==> src/rtl/udp_tx_arb.sv <==
`default_nettype none
// ============================================================================
// Module   : udp_tx_arb
// Brief    : Packet-level round-robin arbiter feeding one tx_pack packetizer
//            from CH_NUM payload sources, with per-packet destination latch.
// Revision : 1.0 - initial release
// ============================================================================
module udp_tx_arb #(
    parameter int CH_NUM = 4,
    parameter int CH_W   = 2
) (
    input  logic                 clk,
    input  logic                 rst,
    input  logic [CH_NUM*16-1:0] in_data,
    input  logic [CH_NUM-1:0]    in_vld,
    input  logic [CH_NUM-1:0]    in_sop,
    input  logic [CH_NUM-1:0]    in_eop,
    input  logic [CH_NUM-1:0]    in_mty,
    output logic [CH_NUM-1:0]    in_rdy,
    input  logic [CH_NUM*16-1:0] ch_dport,
    input  logic [CH_NUM*32-1:0] ch_dip,
    output logic [15:0]          tx_data,
    output logic                 tx_vld,
    output logic                 tx_sop,
    output logic                 tx_eop,
    output logic                 tx_mty,
    input  logic                 tx_rdy,
    output logic [15:0]          cfg_dport,
    output logic [31:0]          cfg_dip,
    output logic [CH_W-1:0]      cur_ch,
    output logic                 busy,
    output logic                 err_hdr,
    output logic                 err_sop
);

    typedef enum logic [0:0] {
        S_IDLE = 1'b0,
        S_BUSY = 1'b1
    } state_t;

    state_t            r_state;
    logic [CH_W-1:0]   r_cur;
    logic [CH_W-1:0]   r_last;
    logic              r_first;
    logic [15:0]       r_dport;
    logic [31:0]       r_dip;
    logic              r_err_hdr;
    logic              r_err_sop;

    logic [CH_NUM-1:0] w_req;
    logic [CH_NUM-1:0] w_hdr;
    logic              w_any_req;
    logic              w_any_hdr;
    logic [CH_W-1:0]   w_win;
    logic [CH_W-1:0]   w_hdr_ch;
    logic [15:0]       w_win_dport;
    logic [31:0]       w_win_dip;
    logic [15:0]       w_g_data;
    logic              w_g_vld;
    logic              w_g_sop;
    logic              w_g_eop;
    logic              w_g_mty;
    logic              w_xfer;
    logic              w_hdr_take;

    // Round-robin winner: smallest circular distance after the last grant.
    always_comb begin
        int d;
        int best;
        d         = 0;
        best      = CH_NUM;
        w_req     = in_vld & in_sop;
        w_hdr     = in_vld & ~in_sop;
        w_any_req = 1'b0;
        w_win     = '0;
        for (int i = 0; i < CH_NUM; i++) begin
            if (w_req[i]) begin
                d = i - int'(r_last) - 1;
                if (d < 0) begin
                    d = d + CH_NUM;
                end
                if (d < best) begin
                    best      = d;
                    w_win     = CH_W'(i);
                    w_any_req = 1'b1;
                end
            end
        end
    end

    // Lowest-index headless channel, one per cycle.
    always_comb begin
        w_any_hdr = 1'b0;
        w_hdr_ch  = '0;
        for (int i = CH_NUM - 1; i >= 0; i--) begin
            if (w_hdr[i]) begin
                w_any_hdr = 1'b1;
                w_hdr_ch  = CH_W'(i);
            end
        end
    end

    always_comb begin
        w_win_dport = '0;
        w_win_dip   = '0;
        w_g_data    = '0;
        w_g_vld     = 1'b0;
        w_g_sop     = 1'b0;
        w_g_eop     = 1'b0;
        w_g_mty     = 1'b0;
        for (int i = 0; i < CH_NUM; i++) begin
            if (w_win == CH_W'(i)) begin
                w_win_dport = ch_dport[i*16 +: 16];
                w_win_dip   = ch_dip[i*32 +: 32];
            end
            if (r_cur == CH_W'(i)) begin
                w_g_data = in_data[i*16 +: 16];
                w_g_vld  = in_vld[i];
                w_g_sop  = in_sop[i];
                w_g_eop  = in_eop[i];
                w_g_mty  = in_mty[i];
            end
        end
    end

    // Zero-latency pass-through of the granted channel while busy.
    always_comb begin
        in_rdy     = '0;
        tx_data    = '0;
        tx_vld     = 1'b0;
        tx_sop     = 1'b0;
        tx_eop     = 1'b0;
        tx_mty     = 1'b0;
        w_xfer     = 1'b0;
        w_hdr_take = 1'b0;
        if (r_state == S_BUSY) begin
            tx_data = w_g_data;
            tx_vld  = w_g_vld;
            tx_sop  = w_g_sop;
            tx_eop  = w_g_eop;
            tx_mty  = w_g_mty;
            w_xfer  = w_g_vld && tx_rdy;
            for (int i = 0; i < CH_NUM; i++) begin
                if (r_cur == CH_W'(i)) begin
                    in_rdy[i] = tx_rdy;
                end
            end
        end else if (w_any_hdr && !rst) begin
            w_hdr_take = 1'b1;
            for (int i = 0; i < CH_NUM; i++) begin
                if (w_hdr_ch == CH_W'(i)) begin
                    in_rdy[i] = 1'b1;
                end
            end
        end
    end

    always_ff @(posedge clk or posedge rst) begin
        if (rst) begin
            r_state   <= S_IDLE;
            r_cur     <= '0;
            r_last    <= CH_W'(CH_NUM - 1);
            r_first   <= 1'b0;
            r_dport   <= '0;
            r_dip     <= '0;
            r_err_hdr <= 1'b0;
            r_err_sop <= 1'b0;
        end else begin
            r_err_hdr <= 1'b0;
            r_err_sop <= 1'b0;
            case (r_state)
                S_IDLE: begin
                    r_err_hdr <= w_hdr_take;
                    if (w_any_req) begin
                        r_state <= S_BUSY;
                        r_cur   <= w_win;
                        r_last  <= w_win;
                        r_dport <= w_win_dport;
                        r_dip   <= w_win_dip;
                        r_first <= 1'b1;
                    end
                end
                S_BUSY: begin
                    if (w_xfer) begin
                        r_first <= 1'b0;
                        if (w_g_sop && !r_first) begin
                            r_err_sop <= 1'b1;
                        end
                        if (w_g_eop) begin
                            r_state <= S_IDLE;
                        end
                    end
                end
                default: r_state <= S_IDLE;
            endcase
        end
    end

    assign cfg_dport = r_dport;
    assign cfg_dip   = r_dip;
    assign cur_ch    = r_cur;
    assign busy      = (r_state == S_BUSY);
    assign err_hdr   = r_err_hdr;
    assign err_sop   = r_err_sop;

endmodule
`default_nettype wire
==> config.mk <==
export PLATFORM = sky130hd
export DESIGN_NAME = udp_tx_arb
export DESIGN_NICKNAME = d
export VERILOG_FILES = /design/src/rtl/udp_tx_arb.sv
export SDC_FILE = /design/constraint.sdc
export NUM_CORES = 1
export LEC_CHECK = 0
export ABC_CLOCK_PERIOD_IN_PS = 7700
export CORE_AREA = 3 3 134 136
export CTS_CLUSTER_SIZE = 24
export DETAILED_ROUTE_END_ITERATION = 7
export DIE_AREA = 0 0 137 139
export PLACE_DENSITY_LB_ADDON = 0.1
export SYNTH_ARGS = -nofsm -noshare
export SYNTH_HDL_FRONTEND = slang
export SYNTH_SLANG_ARGS = --single-unit
==> constraint.sdc <==
create_clock -name clk -period 7.7 [get_ports clk]
set_input_delay 1.54 -clock clk [delete_from_list [all_inputs] [get_ports clk]]
set_output_delay 1.54 -clock clk [all_outputs]
set_load 0.02 [all_outputs]
# Yosys cells after proc, flatten, opt, wreduce, memory -nomap -nowiden
# Cells that the tools add are included.
[totals] register_bits=56 in_bits=275 output_inout_bits=77 wordCells=145
[classes] addsub=12 order_cmp=8 eq_ne=11 mux=92 n_bitwise=4 n_reduce_logical=10
[op_table] cell="$mux 32" n=18
[op_table] cell="$mux 16" n=9
[op_table] cell="$lt 32x32->1" n=3
[op_table] cell="$mux 1" n=53
[op_table] cell="$lt 32x4->1 const B" n=1
[op_table] cell="$add 4x4->5 const B" n=4
[op_table] cell="$lt 4x1->1 const B" n=4
[op_table] cell="$mux 2" n=8
[op_table] cell="$sub 3x2->4 const B" n=4
[op_table] cell="$eq 2x2->1 const B" n=6
[op_table] cell="$and 4x4->4" n=2
[op_table] cell="$mux 4" n=2
[op_table] cell="$eq 2x1->1 const B" n=3
[op_table] cell="$logic_not 2->1" n=3
[op_table] cell="$sub 1x2->3 const A" n=2
[op_table] cell="$sub 2x2->3 const A" n=2
[op_table] cell="$not 4->4" n=1
[op_table] cell="$pmux 1 s2" n=2
[op_table] cell="$reduce_and 2->1" n=2
[op_table] cell="$logic_and 1x1->1" n=3
[op_table] cell="$logic_not 1->1" n=2
[op_table] cell="$ne 2x1->1 const B" n=1
[op_table] cell="$ne 2x2->1 const B" n=1
[op_table] cell="$not 1->1" n=1

# Depth between registers and ports, before layout
# Gate-level depths: netlist of run 1.
[depth] depth_word=22 mapped_depth=27

# Worst setup path before layout of run 1
# Ideal clock, no wire load.
[synth_path] path_kind="input to register" from="input port in_vld[0]" to="register r_dip[13], in the netlist cfg_dip[13]" setup_ns=0.080 arrival_ns=6.154 required_time_ns=7.620 slack_ns=1.465 cell_stages=23 path_buffers=5 cell_sequence="nand2_1 -> or2_2 -> ha_1 -> a21oi_1 -> o21bai_1 -> buf_2 -> buf_2 -> mux2_2 -> ha_1 -> nor4bb_1 -> o211ai_1 -> a41o_1 -> buf_6 -> clkbuf_1 -> nand2_1 -> o21ai_0 -> ha_1 -> o31a_1 -> nand4_1 -> and2_2 -> buf_6 -> or4_4 -> o211ai_2"
[synth_between] elab_chain_len=16 elab_cells_between_ends=31
[synth_rtl] element="start: declaration" line="15" source="input logic [CH_NUM-1:0] in_vld,"
[synth_rtl] element="$and 4x4->4 (*)" line="72" source="w_req = in_vld & in_sop;"
[synth_rtl] element="$mux 32" line="77" source="if (w_req[i]) begin"
[synth_rtl] element="$lt 32x32->1" line="82" source="if (d < best) begin"
[synth_rtl] element="$mux 32" line="82"
[synth_rtl] element="$mux 32" line="77"
[synth_rtl] element="$lt 32x32->1" line="82"
[synth_rtl] element="$mux 32" line="82"
[synth_rtl] element="$mux 32" line="77"
[synth_rtl] element="$lt 32x32->1" line="82"
[synth_rtl] element="$mux 2" line="82"
[synth_rtl] element="$mux 2" line="77"
[synth_rtl] element="$logic_not 2->1" line="112" source="if (w_win == CH_W'(i)) begin"
[synth_rtl] element="$mux 32 (4 in a row)" line="112"
[synth_rtl] element="end signal: assignment" line="179" source="r_dip <= w_win_dip;"
[synth_rtl] element="end: declaration" line="46" source="logic [31:0] r_dip;"
# Mark *: on every way between the ends. The rest lies on a longest branch, timed or not.
# A chain may end at the register's enable or synchronous reset.

# Final worst setup path of run 1
[layout_path] from="input port in_vld[0]" to="register r_dip[18], in the netlist cfg_dip[18]"
# The elaborated chain is that of the path after synthesis.

==> impl_metrics.toml, run 1 <==
[timing]
rsz0062_at_grt = "no"
setup_viol = 0
fin_crit_ns = 6.45
fmax_ghz = 0.155
fin_skew_ns = 0.0114
finalHoldViolations = 0
setup_tns_ns = 0
finalMaxSlewViolations = 0
tightest_slew_ns = 1.14
period_share_pct = 83.8
relSlewSlack_pct = 24.0

[placed_design]
port-buffer-count = 351
placedCellCount = 1063
hpwl_um = 16100
postPlaceCellArea_mm2 = 0.00826
place_congestion = 0.869

[global_route]
antenna_found_initial = 1
use_met2_pct = 38.5
gr-usage-met1_pct = 24.4
grt_max_degree = 56
grt_use_met3_pct = 6.79
grt-ovfl-total = 0
grt_first_pass_wirelength_um = 32100
gr-max-usage-layer = "met2"
grt_usage_pct = 21.3
grt_pass1_vias = 5663

[clock_tree]
cts_root_buffer = "clkbuf_16"
cts_post_setup_buffers_inserted = 0
cts.sinks = 56
cts_tree = "yes"
insertion_delay_ns = 0.31
htreeDepth = 2
cts_made_buffers = 5
postCtsResizedCells = 0
clk_pin_slew_worst_paths_ns = 0.07
cts.path.max_buffers = 2
ctsHoldBuffers = 0

[floorplanning]
pin_count = 352
rows = 48
fp.dieW_um = 137
die_h_um = 139
start_util_pct = 27.1
core_area_mm2 = 0.0171
fp.dieArea_mm2 = 0.0190

[detailed_routing]
drt-initial-drc-count = 221
firstDrtPassIters = 4
drt-wirelength-per-cell_um = 19.9
drc = 0
via_per_inst = 5.09
antenna_left = 0
via_count = 5454
drt_wl_total_um = 21300

[worst_hold_path]
min_from = "r_first$_DFFE_PP0P_"
min_path_cells = 1
hp-class = "reg2reg"

[cells_and_area]
areaGrowthSynthToFinish_pct = 82.4
num_antenna_cells = 0
seq_area_mm2 = 0.00140
final_common_cell = "clkdlybuf4s50_1"
nets = 1131
fin_area_mm2 = 0.00843
fillerInstances = 1612
multi_input_area_mm2 = 0.00297
mostFrequentLayoutCells = "clkdlybuf4s50_1 (351), a31oi_1 (96), nand2_1 (63)"
final_cell_count_no_fill = 1071
drive_above_1_share_pct = 11.6
finalCoreUtilization_pct = 49.4

[worst_setup_path]
crit_chain = "clkdlybuf4s50_1 -> nand2_1 -> or2_2 -> ha_1 -> a21oi_1 -> o21bai_4 -> mux2_2 -> ha_1 -> nor4bb_1 -> o211ai_1 -> a41o_2 -> o21ai_0 -> ha_1 -> o31a_1 -> a211oi_2 -> and2_2 -> buf_4 -> o21ai_1 -> a31oi_1"
crit_end = "cfg_dip[18]$_DFFE_PP0P_"
path_buf_inv = 2
cp_max_fo = 34
rr_worst_depth = 20
max_stage_delay_ns = 0.66
critPathMostFrequentCell = "ha_1"
crit_slowest_cell = "and2_2"
cp_num_cells = 19
crit_start = "in_vld[0]"
end_kind = "register"
r2r_end = "cfg_dip[18]$_DFFE_PP0P_"
required_ns = 7.92
crit-reg2reg-launch = "r_last[0]$_DFFE_PP1P_"
rrSetupSlack_ns = 1.96
cpLargestDelayFamily = "compound AO/OA/AOI/OAI gates"
critPathLaunchType = "input pin"
crit_type = "in2reg"
cp.arrival_ns = 6.67

[logic_synthesis]
synth_edf_count = 0
syn_inst = 529
synth_cell_types = 47
synth_seq_cells = 56
synth.avg_cell_area_um2 = 8.73
synth-seq-area-share_pct = 30.4
yosys_warnings = 0
ys.flop_type = "dfrtp_1"
ys_async_sr_fraction_pct = 100
syn_area_mm2 = 0.00462

[flow_run]
cap_violations = 0

[power]
p_leak_uw = 0.00310
ir_drop_v = 0.000172
powerDensity_mw_per_mm2 = 327

[run_status]
status = "complete, no violations"
-- Yosys cell counts, drive strengths merged, types with 2 or more instances --
cell / instances / area, um^2
a21oi: 4 / 31.3
nand2b: 8 / 50.1
clkbuf: 31 / 120
dfrtp: 54 / 1350
a31oi: 96 / 601
inv: 10 / 37.5
a21o: 3 / 22.5
mux2: 50 / 567
o32ai: 3 / 26.3
ha: 11 / 138
nand3: 2 / 10.0
mux4: 20 / 450
nand2: 63 / 236
o211ai: 3 / 27.5
nor2b: 2 / 12.5
buf: 20 / 119
o21ai: 52 / 260
and2: 23 / 145
dfstp: 2 / 52.6
a211oi: 2 / 25.0
nor2: 53 / 199
-- worst register-to-register path, stage by stage, from the launching register on --
cell and delay, ns:
dfstp_2 0.63, inv_1 0.06, ha_1 0.36, xnor2_1 0.19
or2_2 0.30, ha_1 0.28, a21oi_1 0.31, o21bai_4 0.09
mux2_2 0.29, ha_1 0.20, nor4bb_1 0.29, o211ai_1 0.17
a41o_2 0.28, o21ai_0 0.18, ha_1 0.26, o31a_1 0.14
a211oi_2 0.30, and2_2 0.66, buf_4 0.38, o21ai_1 0.11
a31oi_1 0.19
-- how the worst min path moves through the flow --
| stage | slack, ns | end |
|---|---|---|
| after floorplan | 0.41 | err_sop$_DFF_PP0_ |
| after global placement | 0.42 | err_sop$_DFF_PP0_ |
| after detailed placement | 0.44 | err_sop$_DFF_PP0_ |
| after CTS | 0.45 | err_sop$_DFF_PP0_ |
| after global routing | 0.48 | err_sop$_DFF_PP0_ |
| final | 0.44 | err_sop$_DFF_PP0_ |
-- state kept, by name (all words and copies together), names as in the netlist --
| signal | flops |
|---|---|
| busy | 1 |
| cfg_dport | 16 |
| r_last | 2 |
| r_first | 1 |
| err_hdr | 1 |
| cur_ch | 2 |
| err_sop | 1 |
| cfg_dip | 32 |
-- routing by layer --
layer  share of wire (%)  wire (um)
met5               0.037          8
met4                 1.7        367
met3                 9.2       1950
met2                  51      11000
met1                  38       8040
-- layout make-up --
class	instances	area share, %
clock inverter	2	0.460
timing repair buffer	358	42.3
multi-input combinational	414	35.2
inverter	10	0.445
tap	225	3.34
clock buffer	6	1.53
sequential	56	16.7
-- metrics by stage --
step / setup slack (ns) / total power (uW) / hold slack, ns
after global routing: 0.949 / 2940 / 0.475
after global placement: 1.16 / 2450 / 0.421
after detailed placement: 0.995 / 2490 / 0.439
final: 1.25 / 2760 / 0.441
after CTS: 1.29 / 2770 / 0.450
after floorplan: 1.47 / 1670 / 0.408
-- power breakdown --
part	switching (uW)	internal [uW]	leakage (uW)
registers	131	444	0.000629
clock network	120	156	0.0000815
logic	997	908	0.00239
-- cell families after synthesis --
group                    Yosys count  share of synthesized area [%]
other                              1                         0.0812
buffers and inverters             61                           5.99
adder cells (fa/ha/maj)           11                           2.98
flip-flops                        56                           30.4
multiplexers                      71                           22.2
AO/OA/AOI/OAI                    169                           22.6
AND/OR/NAND/NOR                  158                           15.4
XOR/XNOR                           2                          0.379
Note: power is estimated with default switching activity, not from simulation.
==> inputs of run 2 (changes only) <==
Settings changed: ABC_CLOCK_PERIOD_IN_PS 7700 to 5300, CORE_AREA 3 3 134 136 to not set, CORE_ASPECT_RATIO set to 0.6, CORE_MARGIN set to 3, CORE_UTILIZATION set to 31, DIE_AREA 0 0 137 139 to not set.
Clock period 7.7 ns to 5.3 ns, I/O delays scaled along.
==> run 2 against run 1 <==
Via count grew 2.7%. Total power up 52%. Largest cell class unchanged. Critical endpoint is now cfg_dport[9]$_DFFE_PP0P_. Clock power grew 29%. Clock skew is 0.0083 ns lower. Non-clock buffer count increased by 26.
==> impl_metrics.toml, run 2 (synthesis gave the netlist of run 1 again) <==
[run_status]
status = "complete, no violations"

[floorplanning]
fp.dieW_um = 164
rows = 33
pin_count = 352
fp.dieArea_mm2 = 0.0165
core_area_mm2 = 0.0141
die_h_um = 101
start_util_pct = 32.7

[global_route]
grt_first_pass_wirelength_um = 32700
grt_usage_pct = 25.2
antenna_found_initial = 1
grt_max_degree = 57
grt_pass1_vias = 5708
grt-ovfl-total = 0

[cells_and_area]
areaGrowthSynthToFinish_pct = 88.7
num_antenna_cells = 0
nets = 1157
largest_reg_flops = 32
final_common_cell = "clkdlybuf4s50_1"
multi_input_area_mm2 = 0.00300
mostFrequentLayoutCells = "clkdlybuf4s50_1 (349), a31oi_1 (96), nand2_1 (62)"
seq_area_mm2 = 0.00140
finalCoreUtilization_pct = 61.7
fillerInstances = 1205
final_cell_count_no_fill = 1064
drive_above_1_share_pct = 14.6

[clock_tree]
cts_root_buffer = "clkbuf_16"
cts_made_buffers = 5
cts_tree = "yes"
insertion_delay_ns = 0.29
cts.sinks = 56
clk_pin_slew_worst_paths_ns = 0.08
htreeDepth = 2
cts.path.max_buffers = 2

[worst_setup_path]
end_kind = "register"
r2r_end = "cfg_dport[9]$_DFFE_PP0P_"
critPathLaunchType = "register"
cp_max_fo = 18
crit_end = "cfg_dport[9]$_DFFE_PP0P_"
rr_worst_depth = 23
crit_start = "r_last[0]$_DFFE_PP1P_"
crit_type = "reg2reg"
required_ns = 5.51
cp.arrival_ns = 5.16
rrSetupSlack_ns = 0.36
crit-reg2reg-launch = "r_last[0]$_DFFE_PP1P_"

[detailed_routing]
drt-initial-drc-count = 260
antenna_left = 0
via_per_inst = 5.27
drc = 0
firstDrtPassIters = 5
drt_wl_total_um = 22100
drt-wirelength-per-cell_um = 20.8
via_count = 5603

[placed_design]
hpwl_um = 16800
port-buffer-count = 351
place_congestion = 0.908
pre_cts_ws_ns = -0.244
placedCellCount = 1048

[power]
ir_drop_v = 0.000206
p_leak_uw = 0.00328
p_total_uw = 4200
powerDensity_mw_per_mm2 = 482

[timing]
finalHoldViolations = 0
finalMaxSlewViolations = 0
fin_skew_ns = 0.00310
relSlewSlack_pct = 30.0
period_share_pct = 93.2
setup_viol = 0
rsz0062_at_grt = "no"
tightest_slew_ns = 1.05
setup_slack_ns = 0.358
fin_crit_ns = 4.94
fmax_ghz = 0.202

[flow_run]
cap_violations = 0

[worst_hold_path]
hp-class = "reg2reg"
## run 2: stage by stage
step | setup TNS (ns) | hold slack, ns | cell area [um^2]
after global placement | -1.23 | 0.417 | 8440
after floorplan | 0 | 0.408 | 4680
after CTS | 0 | 0.451 | 8590
after detailed placement | -9.76 | 0.441 | 8440
after global routing | 0 | 0.457 | 8720
final | 0 | 0.452 | 8720
## run 2: how the worst min path moves through the flow
stage,startpoint,endpoint,slack [ns],cells after the start
after floorplan,r_first$_DFFE_PP0P_,err_sop$_DFF_PP0_,0.41,1
after global placement,r_first$_DFFE_PP0P_,err_sop$_DFF_PP0_,0.42,1
after detailed placement,r_first$_DFFE_PP0P_,err_sop$_DFF_PP0_,0.44,1
after CTS,r_first$_DFFE_PP0P_,err_sop$_DFF_PP0_,0.45,1
after global routing,r_first$_DFFE_PP0P_,err_sop$_DFF_PP0_,0.46,1
final,r_first$_DFFE_PP0P_,err_sop$_DFF_PP0_,0.45,1
## run 2: where the power goes
group          total (uW)  leakage, uW  internal, uW  switching, uW
registers             826     0.000629           645            181
logic                3020      0.00258          1500           1520
clock network         355    0.0000701           189            165
## run 2: area by class of cell
class | count | area share [%]
Timing Repair Buffer | 384 | 44.6
Multi-Input combinational cell | 414 | 34.4
Sequential cell | 56 | 16.1
Tap cell | 192 | 2.76
Clock buffer | 7 | 1.64
Inverter | 10 | 0.431
Clock inverter | 1 | 0.0861
## run 2: routing by layer
layer / routed length, um / vias to the layer above / global-route usage [%]
met1: 9620 / 2695 / 33.5
met3: 1700 / 28 / 6.16
li1: - / 2625 / -
met4: 328 / 2 / 4.81
met2: 10500 / 253 / 42.4
met5: 11 / - / 0
## run 2: critical path, cell delays in order, from the launching register on
cell and delay [ns]:
dfstp_2 0.55, inv_1 0.07, ha_4 0.26, xnor2_1 0.16, or2_4 0.25, ha_1 0.29, a21oi_2 0.20, o21bai_4 0.10
mux2_4 0.31, ha_1 0.19, nor4bb_1 0.29, o211ai_1 0.17, a41o_2 0.29, nand2_1 0.05, o21ai_0 0.08, ha_1 0.29
o31a_1 0.19, nand4_1 0.15, buf_4 0.18, a211oi_4 0.25, buf_4 0.18, clkbuf_16 0.18, nand2_1 0.07, a31oi_1 0.13
## run 2: what timing repair did
action / 4_1_cts / 5_1_grt
setup buffers: 0 / 5
endpoints found under the hold margin: 0 / 0
resized for setup: 0 / 5
hold buffers: 0 / 0
setup endpoints to repair: 0 / 48
==> inputs of run 3 (changes only) <==
Settings changed: ABC_CLOCK_PERIOD_IN_PS 5300 to 4700, CORE_AREA set to 3 3 134 136, CORE_ASPECT_RATIO 0.6 to not set, CORE_MARGIN 3 to not set, CORE_UTILIZATION 31 to not set, DIE_AREA set to 0 0 137 139.
Clock period 5.3 ns to 4.7 ns, I/O delays scaled along.
==> run 3 against run 2 <==
The flow now finishes with violations (setup timing). First-iteration DRC count increased by 12%. Via count up 0.57%. Sequential share of layout area shrank 0.60 points. Clock power up 7.9%. Final cell count increased by 4.5%. Combinational power grew 24%. Clock-buffer cell count shrank 1. Maximum frequency rose by 3.7%. Critical endpoint is now cfg_dip[19]$_DFFE_PP0P_.
==> impl_metrics.toml, run 3 (synthesis gave the netlist of run 1 again) <==
[cells_and_area]
fillerInstances = 1541
mostFrequentLayoutCells = "clkdlybuf4s50_1 (349), a31oi_1 (91), nand2_1 (55)"
areaGrowthSynthToFinish_pct = 96.0
largest_reg_flops = 32
final_cell_count_no_fill = 1112
nets = 1172
final_common_cell = "clkdlybuf4s50_1"
drive_above_1_share_pct = 17.9
seq_area_mm2 = 0.00140
multi_input_area_mm2 = 0.00316
num_antenna_cells = 0

[worst_hold_path]
min_path_cells = 1
min_from = "r_first$_DFFE_PP0P_"
min_to = "err_sop$_DFF_PP0_"
hp-class = "reg2reg"

[worst_setup_path]
rrSetupSlack_ns = -0.07
crit_type = "reg2reg"
cp.arrival_ns = 4.98
path_buf_inv = 5
critPathLaunchType = "register"
r2r_end = "cfg_dip[19]$_DFFE_PP0P_"
rr_worst_depth = 24
cp_max_fo = 8
crit-reg2reg-launch = "r_last[0]$_DFFE_PP1P_"
cpLargestDelayFamily = "compound AO/OA/AOI/OAI gates"
crit_chain = "inv_2 -> ha_4 -> xnor2_4 -> or2_4 -> ha_4 -> a21oi_4 -> o21bai_4 -> mux2_4 -> ha_4 -> nor4bb_1 -> o211ai_1 -> a41o_2 -> nand2_1 -> o21ai_1 -> ha_1 -> o31a_1 -> buf_6 -> a211oi_4 -> buf_6 -> a211oi_4 -> buf_6 -> buf_12 -> nand2_4 -> a31oi_4"
required_ns = 4.92
max_stage_delay_ns = 0.54
end_kind = "register"
crit_slowest_cell = "dfstp_2"

[global_route]
antenna_found_initial = 0
grt_usage_pct = 21.4
grt_pass1_vias = 5909
grt_max_degree = 55
grt_first_pass_wirelength_um = 32400
grt-ovfl-total = 0

[clock_tree]
cts.sinks = 56
clk_pin_slew_worst_paths_ns = 0.07
cts_made_buffers = 5
insertion_delay_ns = 0.30
cts_root_buffer = "clkbuf_16"
cts_tree = "yes"
cts.path.max_buffers = 2
ctsHoldBuffers = 0
htreeDepth = 2

[timing]
finalHoldViolations = 0
setup_slack_ns = -0.0652
finalMaxSlewViolations = 0
tightest_slew_ns = 1.03
setup_tns_ns = -0.981
fin_skew_ns = 0.00655
fmax_ghz = 0.210
relSlewSlack_pct = 31.6
fin_crit_ns = 4.77
rsz0062_at_grt = "yes"
period_share_pct = 101
setup_viol = 44

[detailed_routing]
firstDrtPassIters = 5
drc = 0
antenna_left = 0
via_per_inst = 5.07
drt-initial-drc-count = 291
via_count = 5635
drt-wirelength-per-cell_um = 19.4
drt_wl_total_um = 21600

[run_status]
status = "finished, violations left"
violations = "setup timing"

[placed_design]
placedCellCount = 1082
hpwl_um = 16200
port-buffer-count = 351
place_congestion = 0.879

[power]
powerDensity_mw_per_mm2 = 562
p_leak_uw = 0.00339
ir_drop_v = 0.000285

[floorplanning]
fp.dieArea_mm2 = 0.0190
pin_count = 352
core_area_mm2 = 0.0171
rows = 48
die_h_um = 139
start_util_pct = 27.1
fp.dieW_um = 137

[flow_run]
cap_violations = 0
==> run 3: how the worst max path moves through the flow <==
stage,startpoint,end,cells past startpoint
2_1_floorplan,r_last[0]$_DFFE_PP1P_,cfg_dip[13]$_DFFE_PP0P_,26
3_3_place_gp,in_vld[0],cfg_dip[13]$_DFFE_PP0P_,19
3_5_place_dp,in_vld[0],cfg_dport[7]$_DFFE_PP0P_,20
4_1_cts,r_last[0]$_DFFE_PP1P_,cfg_dip[25]$_DFFE_PP0P_,24
5_1_grt,r_last[0]$_DFFE_PP1P_,cfg_dport[0]$_DFFE_PP0P_,23
6_report,r_last[0]$_DFFE_PP1P_,cfg_dip[19]$_DFFE_PP0P_,24
==> run 3: final cells by class <==
class	count	share of cell area, %
clock buffers	6	1.42
clock inverters	2	0.180
inverters	10	0.414
multi-input cells	414	34.9
flip-flops and latches	56	15.5
well taps	225	3.11
repair buffers	399	44.5
==> run 3: routing by layer <==
metal,global-route usage [%],wire (um),vias up
met3,5.59,1950,31
li1,-,-,2662
met4,5.78,480,0
met5,0,0,-
met2,39.1,11100,281
met1,24.4,8120,2661
==> run 3: power breakdown <==
| part | switching [uW] | internal [uW] | total (uW) | leakage, uW |
|---|---|---|---|---|
| clock network | 184 | 200 | 383 | 0.0000671 |
| logic | 1810 | 1940 | 3750 | 0.00270 |
| registers | 230 | 727 | 957 | 0.000629 |
| total | 2230 | 2870 | 5090 | 0.00339 |
==> run 3: stage by stage <==
stage / hold slack [ns] / power [uW] / setup WS (ns) / area, um^2 / utilization, %
after floorplan: 0.408 / 2870 / -0.440 / 4750 / -
after global placement: 0.423 / 4290 / -0.347 / 8560 / 50.2
after detailed placement: 0.430 / 4350 / -0.459 / 8560 / 50.2
after CTS: 0.441 / 4990 / 0.00191 / 8920 / 52.3
after global routing: 0.459 / 5430 / -0.211 / 9060 / 53.1
final: 0.436 / 5090 / -0.0652 / 9060 / 53.1
==> run 3: what timing repair did <==
item                                    in CTS  in global routing
gates resized for setup                      8                 27
buffers inserted                            18                  3
endpoints found under the hold margin        0                  0
gates cloned                                 2                  1
endpoints found under the setup margin      50                 52
pin swaps                                   12                 24
